File: src/rtl/morse_rx.sv
// morse_rx - Morse code receiver with an output FIFO.
//
// Samples an on/off-keyed Morse line, measures mark and space durations in
// units of PRESCALER clocks, decodes each letter to uppercase ASCII, and
// pushes the characters into a first-word-fall-through FIFO. A word gap is
// reported as a single 0x20 after the letter that precedes it.
//
// Ports:
//   clk        - single clock, rising edge
//   arst_n     - asynchronous active-low reset
//   morse_in   - asynchronous key line, 1 = mark (tone on)
//   read_en    - pop the FIFO head (ignored while empty)
//   ascii_out  - FIFO head, valid while empty = 0
//   empty      - FIFO holds no entries
//   full       - FIFO holds DEPTH entries
//   overflow   - sticky, set when a decoded character is dropped
module morse_rx #(
  parameter int PRESCALER = 50_000_000,
  parameter int DEPTH     = 8
) (
  input  logic       clk,
  input  logic       arst_n,
  input  logic       morse_in,
  input  logic       read_en,
  output logic [7:0] ascii_out,
  output logic       empty,
  output logic       full,
  output logic       overflow
);

  localparam int CW = $clog2(7 * PRESCALER + 1);
  localparam int AW = $clog2(DEPTH);
  localparam int PW = AW + 1;

  localparam logic [CW-1:0] C_ONE  = CW'(1);
  localparam logic [CW-1:0] C_HALF = CW'(PRESCALER / 2);
  localparam logic [CW-1:0] C_TWO  = CW'(2 * PRESCALER);
  localparam logic [CW-1:0] C_FIVE = CW'(5 * PRESCALER);
  localparam logic [CW-1:0] C_MAX  = CW'(7 * PRESCALER);

  typedef enum logic [1:0] {
    ST_IDLE  = 2'd0,
    ST_MARK  = 2'd1,
    ST_SPACE = 2'd2,
    ST_GAP   = 2'd3
  } state_t;

  // ITU code table. The code carries a leading 1 marking its length,
  // followed by the elements oldest first (0 = dot, 1 = dash).
  function automatic logic [7:0] f_decode(input logic [5:0] code, input logic inv);
    logic [7:0] ch;
    if (inv) begin
      ch = 8'h3F;
    end else begin
      case (code)
        6'b000101: ch = 8'h41; // A .-
        6'b011000: ch = 8'h42; // B -...
        6'b011010: ch = 8'h43; // C -.-.
        6'b001100: ch = 8'h44; // D -..
        6'b000010: ch = 8'h45; // E .
        6'b010010: ch = 8'h46; // F ..-.
        6'b001110: ch = 8'h47; // G --.
        6'b010000: ch = 8'h48; // H ....
        6'b000100: ch = 8'h49; // I ..
        6'b010111: ch = 8'h4A; // J .---
        6'b001101: ch = 8'h4B; // K -.-
        6'b010100: ch = 8'h4C; // L .-..
        6'b000111: ch = 8'h4D; // M --
        6'b000110: ch = 8'h4E; // N -.
        6'b001111: ch = 8'h4F; // O ---
        6'b010110: ch = 8'h50; // P .--.
        6'b011101: ch = 8'h51; // Q --.-
        6'b001010: ch = 8'h52; // R .-.
        6'b001000: ch = 8'h53; // S ...
        6'b000011: ch = 8'h54; // T -
        6'b001001: ch = 8'h55; // U ..-
        6'b010001: ch = 8'h56; // V ...-
        6'b001011: ch = 8'h57; // W .--
        6'b011001: ch = 8'h58; // X -..-
        6'b011011: ch = 8'h59; // Y -.--
        6'b011100: ch = 8'h5A; // Z --..
        6'b111111: ch = 8'h30; // 0 -----
        6'b101111: ch = 8'h31; // 1 .----
        6'b100111: ch = 8'h32; // 2 ..---
        6'b100011: ch = 8'h33; // 3 ...--
        6'b100001: ch = 8'h34; // 4 ....-
        6'b100000: ch = 8'h35; // 5 .....
        6'b110000: ch = 8'h36; // 6 -....
        6'b111000: ch = 8'h37; // 7 --...
        6'b111100: ch = 8'h38; // 8 ---..
        6'b111110: ch = 8'h39; // 9 ----.
        default:   ch = 8'h3F; // ?
      endcase
    end
    return ch;
  endfunction

  logic          r_sync1;
  logic          r_sync2;
  logic          w_s;
  logic          r_level;
  logic [CW-1:0] r_run;
  state_t        r_state;
  logic [5:0]    r_code;
  logic [2:0]    r_cnt;
  logic          r_invalid;
  logic          r_push;
  logic [7:0]    r_push_data;

  logic [7:0]    r_mem [0:DEPTH-1];
  logic [PW-1:0] r_wr_ptr;
  logic [PW-1:0] r_rd_ptr;
  logic          r_empty;
  logic          r_full;
  logic          r_overflow;
  logic [7:0]    r_ascii;

  logic          w_pop;
  logic          w_push;
  logic          w_drop;
  logic [PW-1:0] w_wr_nxt;
  logic [PW-1:0] w_rd_nxt;
  logic [PW-1:0] w_cnt_nxt;
  logic          w_empty_nxt;
  logic          w_full_nxt;
  logic [7:0]    w_head_nxt;

  assign w_s = r_sync2;

  // Two-flop synchronizer for the asynchronous key line.
  always_ff @(posedge clk or negedge arst_n) begin
    if (!arst_n) begin
      r_sync1 <= 1'b0;
      r_sync2 <= 1'b0;
    end else begin
      r_sync1 <= morse_in;
      r_sync2 <= r_sync1;
    end
  end

  // Run-length counter of the current synchronized level. While a level
  // change is visible on w_s, r_run still holds the length of the run
  // that just ended.
  always_ff @(posedge clk or negedge arst_n) begin
    if (!arst_n) begin
      r_level <= 1'b0;
      r_run   <= '0;
    end else if (w_s != r_level) begin
      r_level <= w_s;
      r_run   <= C_ONE;
    end else if (r_run < C_MAX) begin
      r_run <= r_run + C_ONE;
    end else begin
      r_run <= r_run;
    end
  end

  // Receive FSM: element classification, letter assembly and gap detection.
  always_ff @(posedge clk or negedge arst_n) begin
    if (!arst_n) begin
      r_state     <= ST_IDLE;
      r_code      <= 6'b000001;
      r_cnt       <= 3'd0;
      r_invalid   <= 1'b0;
      r_push      <= 1'b0;
      r_push_data <= 8'h00;
    end else begin
      r_push <= 1'b0;
      case (r_state)
        ST_IDLE: begin
          if (w_s) begin
            r_state <= ST_MARK;
          end
        end
        ST_MARK: begin
          if (!w_s) begin
            if (r_run >= C_HALF) begin
              // Only five elements fit; any further element poisons the letter.
              if (r_cnt < 3'd5) begin
                r_code <= {r_code[4:0], (r_run >= C_TWO)};
                r_cnt  <= r_cnt + 3'd1;
              end else begin
                r_invalid <= 1'b1;
              end
              r_state <= ST_SPACE;
            end else if (r_cnt != 3'd0) begin
              r_state <= ST_SPACE;
            end else begin
              r_state <= ST_IDLE;
            end
          end
        end
        ST_SPACE: begin
          if (w_s) begin
            r_state <= ST_MARK;
          end else if (r_run == C_TWO) begin
            r_push      <= 1'b1;
            r_push_data <= f_decode(r_code, r_invalid);
            r_code      <= 6'b000001;
            r_cnt       <= 3'd0;
            r_invalid   <= 1'b0;
            r_state     <= ST_GAP;
          end
        end
        ST_GAP: begin
          if (w_s) begin
            r_state <= ST_MARK;
          end else if (r_run == C_FIVE) begin
            r_push      <= 1'b1;
            r_push_data <= 8'h20;
            r_state     <= ST_IDLE;
          end
        end
        default: begin
          r_state <= ST_IDLE;
        end
      endcase
    end
  end

  // FIFO next-state: a full FIFO still accepts a push when a pop frees a slot.
  always_comb begin
    w_pop  = read_en & ~r_empty;
    w_push = r_push & (~r_full | w_pop);
    w_drop = r_push & r_full & ~w_pop;

    if (w_push) begin
      w_wr_nxt = r_wr_ptr + PW'(1);
    end else begin
      w_wr_nxt = r_wr_ptr;
    end

    if (w_pop) begin
      w_rd_nxt = r_rd_ptr + PW'(1);
    end else begin
      w_rd_nxt = r_rd_ptr;
    end

    w_cnt_nxt   = w_wr_nxt - w_rd_nxt;
    w_empty_nxt = (w_cnt_nxt == PW'(0));
    w_full_nxt  = (w_cnt_nxt == PW'(DEPTH));

    // The new head may be the slot being written this very cycle.
    if (w_push && (w_rd_nxt == r_wr_ptr)) begin
      w_head_nxt = r_push_data;
    end else if (!w_empty_nxt) begin
      w_head_nxt = r_mem[w_rd_nxt[AW-1:0]];
    end else begin
      w_head_nxt = r_ascii;
    end
  end

  // FIFO storage; contents need no reset because the pointers gate validity.
  always_ff @(posedge clk) begin
    if (w_push) begin
      r_mem[r_wr_ptr[AW-1:0]] <= r_push_data;
    end
  end

  // FIFO pointers, registered flags and head register.
  always_ff @(posedge clk or negedge arst_n) begin
    if (!arst_n) begin
      r_wr_ptr   <= '0;
      r_rd_ptr   <= '0;
      r_empty    <= 1'b1;
      r_full     <= 1'b0;
      r_overflow <= 1'b0;
      r_ascii    <= 8'h00;
    end else begin
      r_wr_ptr <= w_wr_nxt;
      r_rd_ptr <= w_rd_nxt;
      r_empty  <= w_empty_nxt;
      r_full   <= w_full_nxt;
      r_ascii  <= w_head_nxt;
      if (w_drop) begin
        r_overflow <= 1'b1;
      end
    end
  end

  assign ascii_out = r_ascii;
  assign empty     = r_empty;
  assign full      = r_full;
  assign overflow  = r_overflow;

endmodule

File: config.mk
export PLATFORM = sky130hd
export DESIGN_NAME = morse_rx
export DESIGN_NICKNAME = d
export VERILOG_FILES = /design/src/rtl/morse_rx.sv
export SDC_FILE = /design/constraint.sdc
export NUM_CORES = 1
export LEC_CHECK = 0
export CAP_MARGIN = 20
export CORE_MARGIN = 8
export CORE_UTILIZATION = 50
export CTS_CLUSTER_DIAMETER = 150
export DETAILED_ROUTE_END_ITERATION = 8
export PLACE_DENSITY = 0.65
export SYNTH_ARGS = -nofsm -noshare
export SYNTH_HDL_FRONTEND = slang
export SYNTH_SLANG_ARGS = --single-unit
export TNS_END_PERCENT = 1
File: constraint.sdc
create_clock -name clk -period 3.28 [get_ports clk]
set_input_delay 0.492 -clock clk [delete_from_list [all_inputs] [get_ports clk]]
set_output_delay 0.492 -clock clk [all_outputs]
set_load 0.05 [all_outputs]
==> results of run 1 <==
how the worst max path moves through the flow:
stage | start | endpoint | slack, ns
6_report | read_en | ascii_out[0] | 0.39
2_1_floorplan | empty | ascii_out[0] | 0.19
3_5_place_dp | read_en | ascii_out[0] | 0.004
4_1_cts | read_en | ascii_out[0] | 0.43
3_3_place_gp | read_en | ascii_out[3] | 0.07
5_1_grt | read_en | ascii_out[0] | 0.13
where the power goes:
part | internal (W) | switching (W)
clock network | 0.00107 | 0.000773
registers | 0.00171 | 0.0000642
logic | 0.000620 | 0.000864
cell usage in the layout (no fill, tap or decap), types with 13 or more instances in the layout:
cell type and count:
a21oi_1 24, a22oi_1 14, buf_4 25, clkbuf_16 17
dfrtp_1 68, edfxtp_1 56, ha_1 15, inv_1 22
mux2i_1 34, nand2_1 55, nand3_1 24, nor2_1 66
nor3_1 22, nor4_1 13, o21ai_0 20, xnor2_1 33
cells by family after synthesis:
family	Yosys count
compound gates	123
xor+xnor	41
fa+ha+maj	15
buf+inv	75
flops	126
mux	44
other cells	1
simple gates	249
metal layers:
metal	up-vias	share of wire, %
met2	144	47
met5	-	0
li1	2479	-
met4	0	3.9
met1	2503	44
met3	39	4.6
registers in the layout, summed over array words and instances (netlist names):
register,cells
r_push,1
r_invalid,1
r_push_data,7
overflow,1
r_cnt,3
r_sync2,1
r_level,1
r_state,2
r_sync1,1
full,1
r_code,6
r_rd_ptr,4
r_wr_ptr,4
empty,1
r_mem,56
r_run,29
ascii_out,7
final cells by class:
class                      instances  area (µm²)
inverter                          23        86.3
sequential                       126        3440
fill                            1137        5910
clock inverter                    15         151
timing repair buffer              37         308
clock buffer                      17         425
tap                              180         225
multi-input combinational        473        3280
metrics by stage:
| step | utilization (%) | instances | area, µm² | hold WS [ns] |
|---|---|---|---|---|
| 2_1_floorplan | - | 674 | 7070 | 0.196 |
| 3_3_place_gp | 53.1 | 839 | 7340 | 0.335 |
| 3_5_place_dp | 53.1 | 839 | 7340 | 0.339 |
| 4_1_cts | 57.3 | 871 | 7920 | 0.234 |
| 5_1_grt | 57.3 | 871 | 7920 | 0.290 |
| 6_report | 57.3 | 871 | 7920 | 0.202 |
==> results by stage, run 1 <==
Run status:
- The run finished with clean final reports.

Global route:
- Entering global routing, the biggest net connects 71 pins.
- For this run, global-route usage on met1 was measured as 22.6%.
- The most crowded layer after global routing is met2.
- The total overflow reported by the global router is 0.
- The initial antenna violation count is 0.
- The fraction of met2 tracks used by global routing is 27.9%.
- The global-route wire length before repair is 25.9 mm.
- In the global route stage, overall resource usage came out at 17.8%.
- The via count of the first global-routing pass is 5053.
- The met3 global-route usage is 3.57%.

Timing:
- Setup repair after global routing left no endpoint under its margin.
- The transition time at the pin with the least slew margin is 0.922 ns.
- The final critical path takes up 88.1% of the cycle.
- In the final timing run, aggregate negative setup slack is 0 ns.
- Setup violations remaining at the end of the flow were counted as 0.
- In the post-route analysis, the smallest setup slack over all paths is 0.391 ns.
- The worst relative slew slack is 38.5%.
- The time the final worst path needs with I/O delays and setup is 2.89 ns.
- The final setup skew is 0.00596 ns.
- The final-report max-slew violation count came to 0.
- The number of hold violations in the final report is 0.
- The maximum achievable frequency is 346 MHz.

Pwr:
- The sum of internal, switching and leakage power is 0.00510 W.
- The power density over the cells is 644 nW/µm².
- The maximum resistive drop on vdd is 0.000329 V.
- The leakage component of the power is 3.10 nW.

Yosys:
- Among all flip-flop cells after synthesis, the most frequent one is dfrtp_1.
- In this run the biggest area consumer among cell types represents 24.1% of the synthesized area.
- The arithmetic-cell share of the synthesized area counting full adders, half adders and majority gates is 2.66%.
- The count of distinct cell types in the synthesized netlist is 77.
- By area the synthesized netlist is led by dfrtp_1 (24%), edfxtp_1 (24%), mux2i_1 (4.8%), xnor2_1 (4.1%), nor2_1 (3.5%).
- Synthesis produced 674 cells.
- Ranked by instance count, the synthesized netlist is headed by dfrtp_1 (68), nor2_1 (66), edfxtp_1 (56).
- The average footprint of a synthesized cell is 10.5 µm².
- The cell area after synthesis is 7070 µm².
- The synthesized design contains 126 register bits.
- Summing the areas of all compound-gate instances in the mapped netlist gives 11.8% of the synthesized area.
- Sequential cells were found to cover 48.6% of the synthesized design area.
- Of the post-synthesis cell area, the part taken by muxes is 7.68%.
- The parity-gate share of the synthesized area counting xor and xnor cells is 5.59%.
- The number of nets in the synthesized netlist is 693.
- After synthesis, the largest family of logic cells by area is simple AND/OR/NAND/NOR gates.
- The synthesized design spends more area on one cell type than any other, namely dfrtp_1.
- After Yosys synthesis, and, or, nand and nor cells account for 18.6% of the synthesized area.
- In the post-synthesis netlist, the cell with the most instances is dfrtp_1.
- The async set or reset register ratio after synthesis is 55.6%.
- The count of flip-flops with a built-in enable after synthesis is 56.
- The synthesis warning total is 0.

Clocking:
- After clock tree synthesis, the clock-pin slew on the worst setup and hold paths is 0.06 ns.
- TritonCTS built the clock tree.
- The clock buffer count from CTS is 17.
- The H-tree generated during clock tree synthesis spans 4 levels.
- The insertion delay to the later sink of the worst-skew pair is 0.42 ns.
- The tree is rooted in a clkbuf_16.
- The number of buffers inserted for hold repair after clock tree synthesis is 0.
- Once the clock tree was built, the resizer swapped 0 gates to a different size.
- The tree built by TritonCTS fans out to 126 sinks.
- No sink is reached through more buffers than the 2 on the longest clock path.
- The total setup buffers inserted after CTS is 0.

Job:
- The max-cap violation count is 0.

Setup path:
- The cell repeated most along the worst path is xnor2_1.
- The depth of the critical timing path with buffers and inverters included is 12.
- The maximum fanout encountered on the critical timing path is 8.
- The sort of element at the start of the critical path is a primary input.
- The kind of cell adding the most delay to the critical path is XOR/XNOR gates.
- The critical path is of the in2reg type.
- The worst register-to-register path begins at empty.
- The stage delay of the slowest cell on the critical path is 0.53 ns.
- Walking the worst path, the cells encountered are clkdlybuf4s50_1 > nand2b_1 > a21boi_1 > nand2_1 > xnor2_1 > ha_1 > a21oi_1 > o21ai_0 > xor2_1 > xnor2_1 > nand3_1 > a31oi_1.
- The number of buffers and inverters on the critical path is 1.
- The depth of the worst register-to-register path is 13.
- The endpoint arrival time on the critical path is 3.23 ns.
- The largest individual stage delay along the critical path comes from the cell clkdlybuf4s50_1.
- The required time reported for the critical path endpoint is 3.62 ns.
- The register-to-register path setup slack is 0.44 ns.
- In this run the critical register-to-register path is captured at ascii_out[0].
- The critical path capture point type is a register.

Finish:
- The area overhead of the layout relative to synthesis is 12.0%.
- The number of nets in the layout is 697.
- The fraction of final layout cells sized beyond drive strength 1 is 13.0%.
- The antenna diode instance count is 0.

Floorplanning:
- The number of placement rows is 43.
- The overall die area is 18200 µm².
- 15 I/O pins were placed.
- The floorplan step set the die height to 135 µm.
- Measured along the x axis, the die boundary spans 135 µm.
- The core area is 13800 µm².
- For this configuration, the core starts out at a cell density of 51.1%.

Placement:
- OpenSTA, run right after detailed placement, puts the worst setup slack at 0.00438 ns.
- After legalization and detailed placement, the total HPWL measured 10.4 mm.
- The quantity of I/O buffers inserted on ports is 13.
- At the end of routability-driven placement, the weighted congestion stood at 0.873.

Route:
- The total number of vias is 5165.
- The total wire length after detailed routing is 15.2 mm.
- The post-detailed-route count of antenna-violating nets is 0.
- Using the TritonRoute via totals, the vias-per-cell ratio works out to 5.93.
- In this run, the number of DRC markers left after iteration 0 of detailed routing was 300.
- In the routed design, unresolved DRC markers number 0.
- The first detailed-routing pass took 5 iterations.
- The final routed wire length divided by cell count is 17.4 µm.

Worst hold path:
- The kind of path behind the tightest hold check is in2async.
(Power assumes the default switching activity.)
==> run 2, diff against run 1 <==
--- a/config.mk
+++ b/config.mk
@@ -10,7 +10,8 @@
 export CORE_UTILIZATION = 50
 export CTS_CLUSTER_DIAMETER = 150
 export DETAILED_ROUTE_END_ITERATION = 8
-export PLACE_DENSITY = 0.65
+export DONT_BUFFER_PORTS = 1
+export PLACE_DENSITY = 0.64
 export SYNTH_ARGS = -nofsm -noshare
 export SYNTH_HDL_FRONTEND = slang
 export SYNTH_SLANG_ARGS = --single-unit
==> run 2 against run 1 <==
Net effect:
- clock-buffer cell count stayed put
- total power is 1.6% lower
- die area unchanged
- via count down 1.8%
- clock skew is 0.0013 ns higher
- final cell count down 1.6%
- wire length grew 1.9%
- hold slack got worse by 0.11 ns
- critical path type is now reg2reg
==> results by stage, run 2 (same netlist as run 1, synthesis figures left out) <==
Route:
- The via density per instance is 5.92 (-0.24%).
- The total number of vias is 5070 (-1.8%).
- The post-detailed-route count of antenna-violating nets came to 0 (unchanged).
- The DRC violations left is 0 (unchanged).
- The final routed wire length divided by cell count was 18.0 µm (+3.5%).
- The total wire length after detailed routing is 15.5 mm (+1.9%).
- The DRC violation total after the first TritonRoute iteration is 389 (+30%).
- The number of detailed-route iterations in the first pass is 5 (unchanged).

Floorplanning:
- The boundary pin count is 15 (unchanged).
- The initial core utilization is 51.1% (unchanged).
- The number of placement rows was 43 (unchanged).
- The core area is 13800 µm² (unchanged).
- The die span in x is 135 µm (unchanged).
- The overall die area came to 18200 µm² (unchanged).
- The vertical extent of the die is 135 µm (unchanged).

Finish:
- The number of nets in the layout was 683 (-2.0%).
- The number of flip-flops in the largest register is 56 (unchanged).
- The final non-filler cell total is 857 (-1.6%).
- The antenna diode instance count is 0 (unchanged).
- In the layout the commonest cells are dfrtp_1 (68), nor2_1 (66), edfxtp_1 (56).
- The area overhead of the layout relative to synthesis is 10.6%.
- The number of inserted filler cells in the final layout came to 1140 (+0.26%).
- Leaving out fill and tap cells, the most frequent cell in the layout is dfrtp_1.
- The fraction of final layout cells sized beyond drive strength 1 is 13.3% (+0.27 points).

Setup path:
- The required time reported for the critical path endpoint came to 3.62 ns (about the same).
- The endpoint arrival time on the critical path came to 3.35 ns (+0.12 ns).
- The stage delay of the slowest cell on the critical path came to 0.40 ns (-0.13 ns).
- The critical path capture point type is a register.
- The worst setup path is of the reg2reg kind.
- The slowest cell on the critical path is a21boi_1.
- The maximum fanout encountered on the critical timing path is 8 (unchanged).
- The signal on the critical path passes through nand2b_1 > a21boi_1 > nand2_1 > xnor2_1 > ha_1 > a21oi_1 > o21ai_0 > xor2_1 > buf_4 > xnor2_2 > nand3_1 > a31oi_1.
- The sort of element at the start of the critical path is a register.

Clocking:
- The largest buffer count on any clock path came to 2 (unchanged).
- TritonCTS built the clock tree.
- The cell at the root of the clock tree is clkbuf_16.
- The number of clock sinks is 126 (unchanged).
- The insertion delay to the later sink of the worst-skew pair came to 0.42 ns (about the same).
- The clock transition at the registers of the reported paths is 0.06 ns (about the same).
- The H-tree depth is 4 (unchanged).
- The clock buffer count from CTS is 17 (unchanged).

Placement:
- The post-placement setup slack was 0.186 ns (+0.181 ns).
- The quantity of I/O buffers inserted on ports is 0 (-13).
- The number of cells in the design after placement came to 822 (-2.0%).
- The detailed placer's ending HPWL is 10.5 mm (+1.0%).
- The routability congestion estimate came to 0.901 (+3.3%).

Timing:
- The final-report max-slew violation count is 0 (unchanged).
- The worst relative slew slack is 45.4% (+6.9 points).
- The final worst setup slack came to 0.268 ns (-0.123 ns).
- The number of endpoints failing setup at the final stage is 0 (unchanged).
- The maximum achievable frequency is 332 MHz (-4.1%).
- The number of hold violations in the final report is 0 (unchanged).
- The transition time at the pin with the least slew margin is 0.818 ns (-0.104 ns).
- The final worst-path cycle share is 91.8% (+3.8 points).
- The time the final worst path needs with I/O delays and setup is 3.01 ns (+0.123 ns).
- The worst hold slack after final layout came to 0.0961 ns (-0.106 ns).
- The final setup skew is 0.00722 ns (+0.00126 ns).

Global route:
- The initial antenna violation count was 0 (unchanged).
- The largest net degree at the start of global routing came to 71 (unchanged).
- The global-route wire length before repair is 26.0 mm (+0.42%).
- The total track usage is 18.0% (+0.17 points).
- The total overflow reported by the global router is 0 (unchanged).
- The via count of the first global-routing pass is 5115 (+1.2%).

Run status:
- The flow ran to the end, and the final reports show no timing, DRC or antenna violations.

Job:
- The max-cap violation count is 0 (unchanged).

Worst hold path:
- The kind of path behind the tightest hold check is in2reg.

Pwr:
- The maximum resistive drop on vdd is 0.000337 V (+2.5%).
- The power density over the cells was 642 nW/µm² (-0.27%).
- The leakage component of the power was 3.05 nW (-1.5%).
-- run 2: cell types whose count changed in the layout (fill, tap and decap cells not counted), sizes merged --
cell           before  now
buf                25   22
bufinv              1    0
clkdlybuf4s50      12    0
clkinv              6    3
clkinvlp            0    2
dlygate4sd3         0    1
inv                31   33
-- run 2: worst paths after layout --
path	to	startpoint	slack, ns	cells after the start
worst min-delay path	r_sync1	morse_in	0.1	0
min in group asynchronous	r_wr_ptr[0]	arst_n	0.61	2
worst max register to register	ascii_out[6]	empty	0.27	12
worst min register to register	r_sync2	r_sync1	0.35	0
worst max-delay path	ascii_out[6]	empty	0.27	12
max in group asynchronous	r_code[0]	arst_n	2.32	2
-- run 2: per-layer routing --
| metal | routed length, µm | vias to the layer above | GRT usage [%] |
|---|---|---|---|
| met3 | 578 | 31 | 4.01 |
| met1 | 6840 | 2478 | 21.8 |
| li1 | - | 2449 | - |
| met4 | 394 | 0 | 8.23 |
| met5 | 0 | - | 0 |
| met2 | 7660 | 112 | 29.9 |
-- run 2: final cells by class --
type | instances | area [µm²] | area share [%]
clock buffer | 17 | 425 | 5.45
clock inverter | 15 | 145 | 1.86
inverter | 23 | 86.3 | 1.11
multi-input combinational | 473 | 3300 | 42.2
sequential | 126 | 3440 | 44.0
tap | 180 | 225 | 2.88
timing repair buffer | 23 | 195 | 2.50
-- run 2: critical path, delay by kind of cell (launching register included) --
family,cells,cell delay (ns)
AND/OR/NAND/NOR,3,0.45
flip-flops,1,0.37
AO/OA/AOI/OAI,4,0.85
adder cells (fa/ha/maj),1,0.30
XOR/XNOR,3,0.77
buffers and inverters,1,0.18
-- run 2: where the power goes --
group | leakage (nW) | switching, W | internal [W]
clock | 0.278 | 0.000809 | 0.00101
sequential | 1.56 | 0.000120 | 0.00171
combinational | 1.21 | 0.000814 | 0.000558
-- run 2: stage by stage --
| stage | area [µm²] | utilization, % | setup TNS [ns] | power [W] |
|---|---|---|---|---|
| final | 7810 | 56.5 | 0 | 0.00502 |
| after global routing | 7810 | 56.5 | -0.00851 | 0.00525 |
| after CTS | 7790 | 56.3 | 0 | 0.00502 |
| after detailed placement | 7180 | 51.9 | 0 | 0.00318 |
| after global placement | 7180 | 51.9 | 0 | 0.00313 |
| after floorplan | 7070 | - | 0 | 0.00285 |
-- run 2: repair_timing --
| item | CTS | global route |
|---|---|---|
| hold buffers | 2 | 0 |
| hold endpoints to repair | 70 | 0 |
| setup buffers | 0 | 1 |
| resized for setup | 0 | 2 |
| setup endpoints to repair | 0 | 7 |
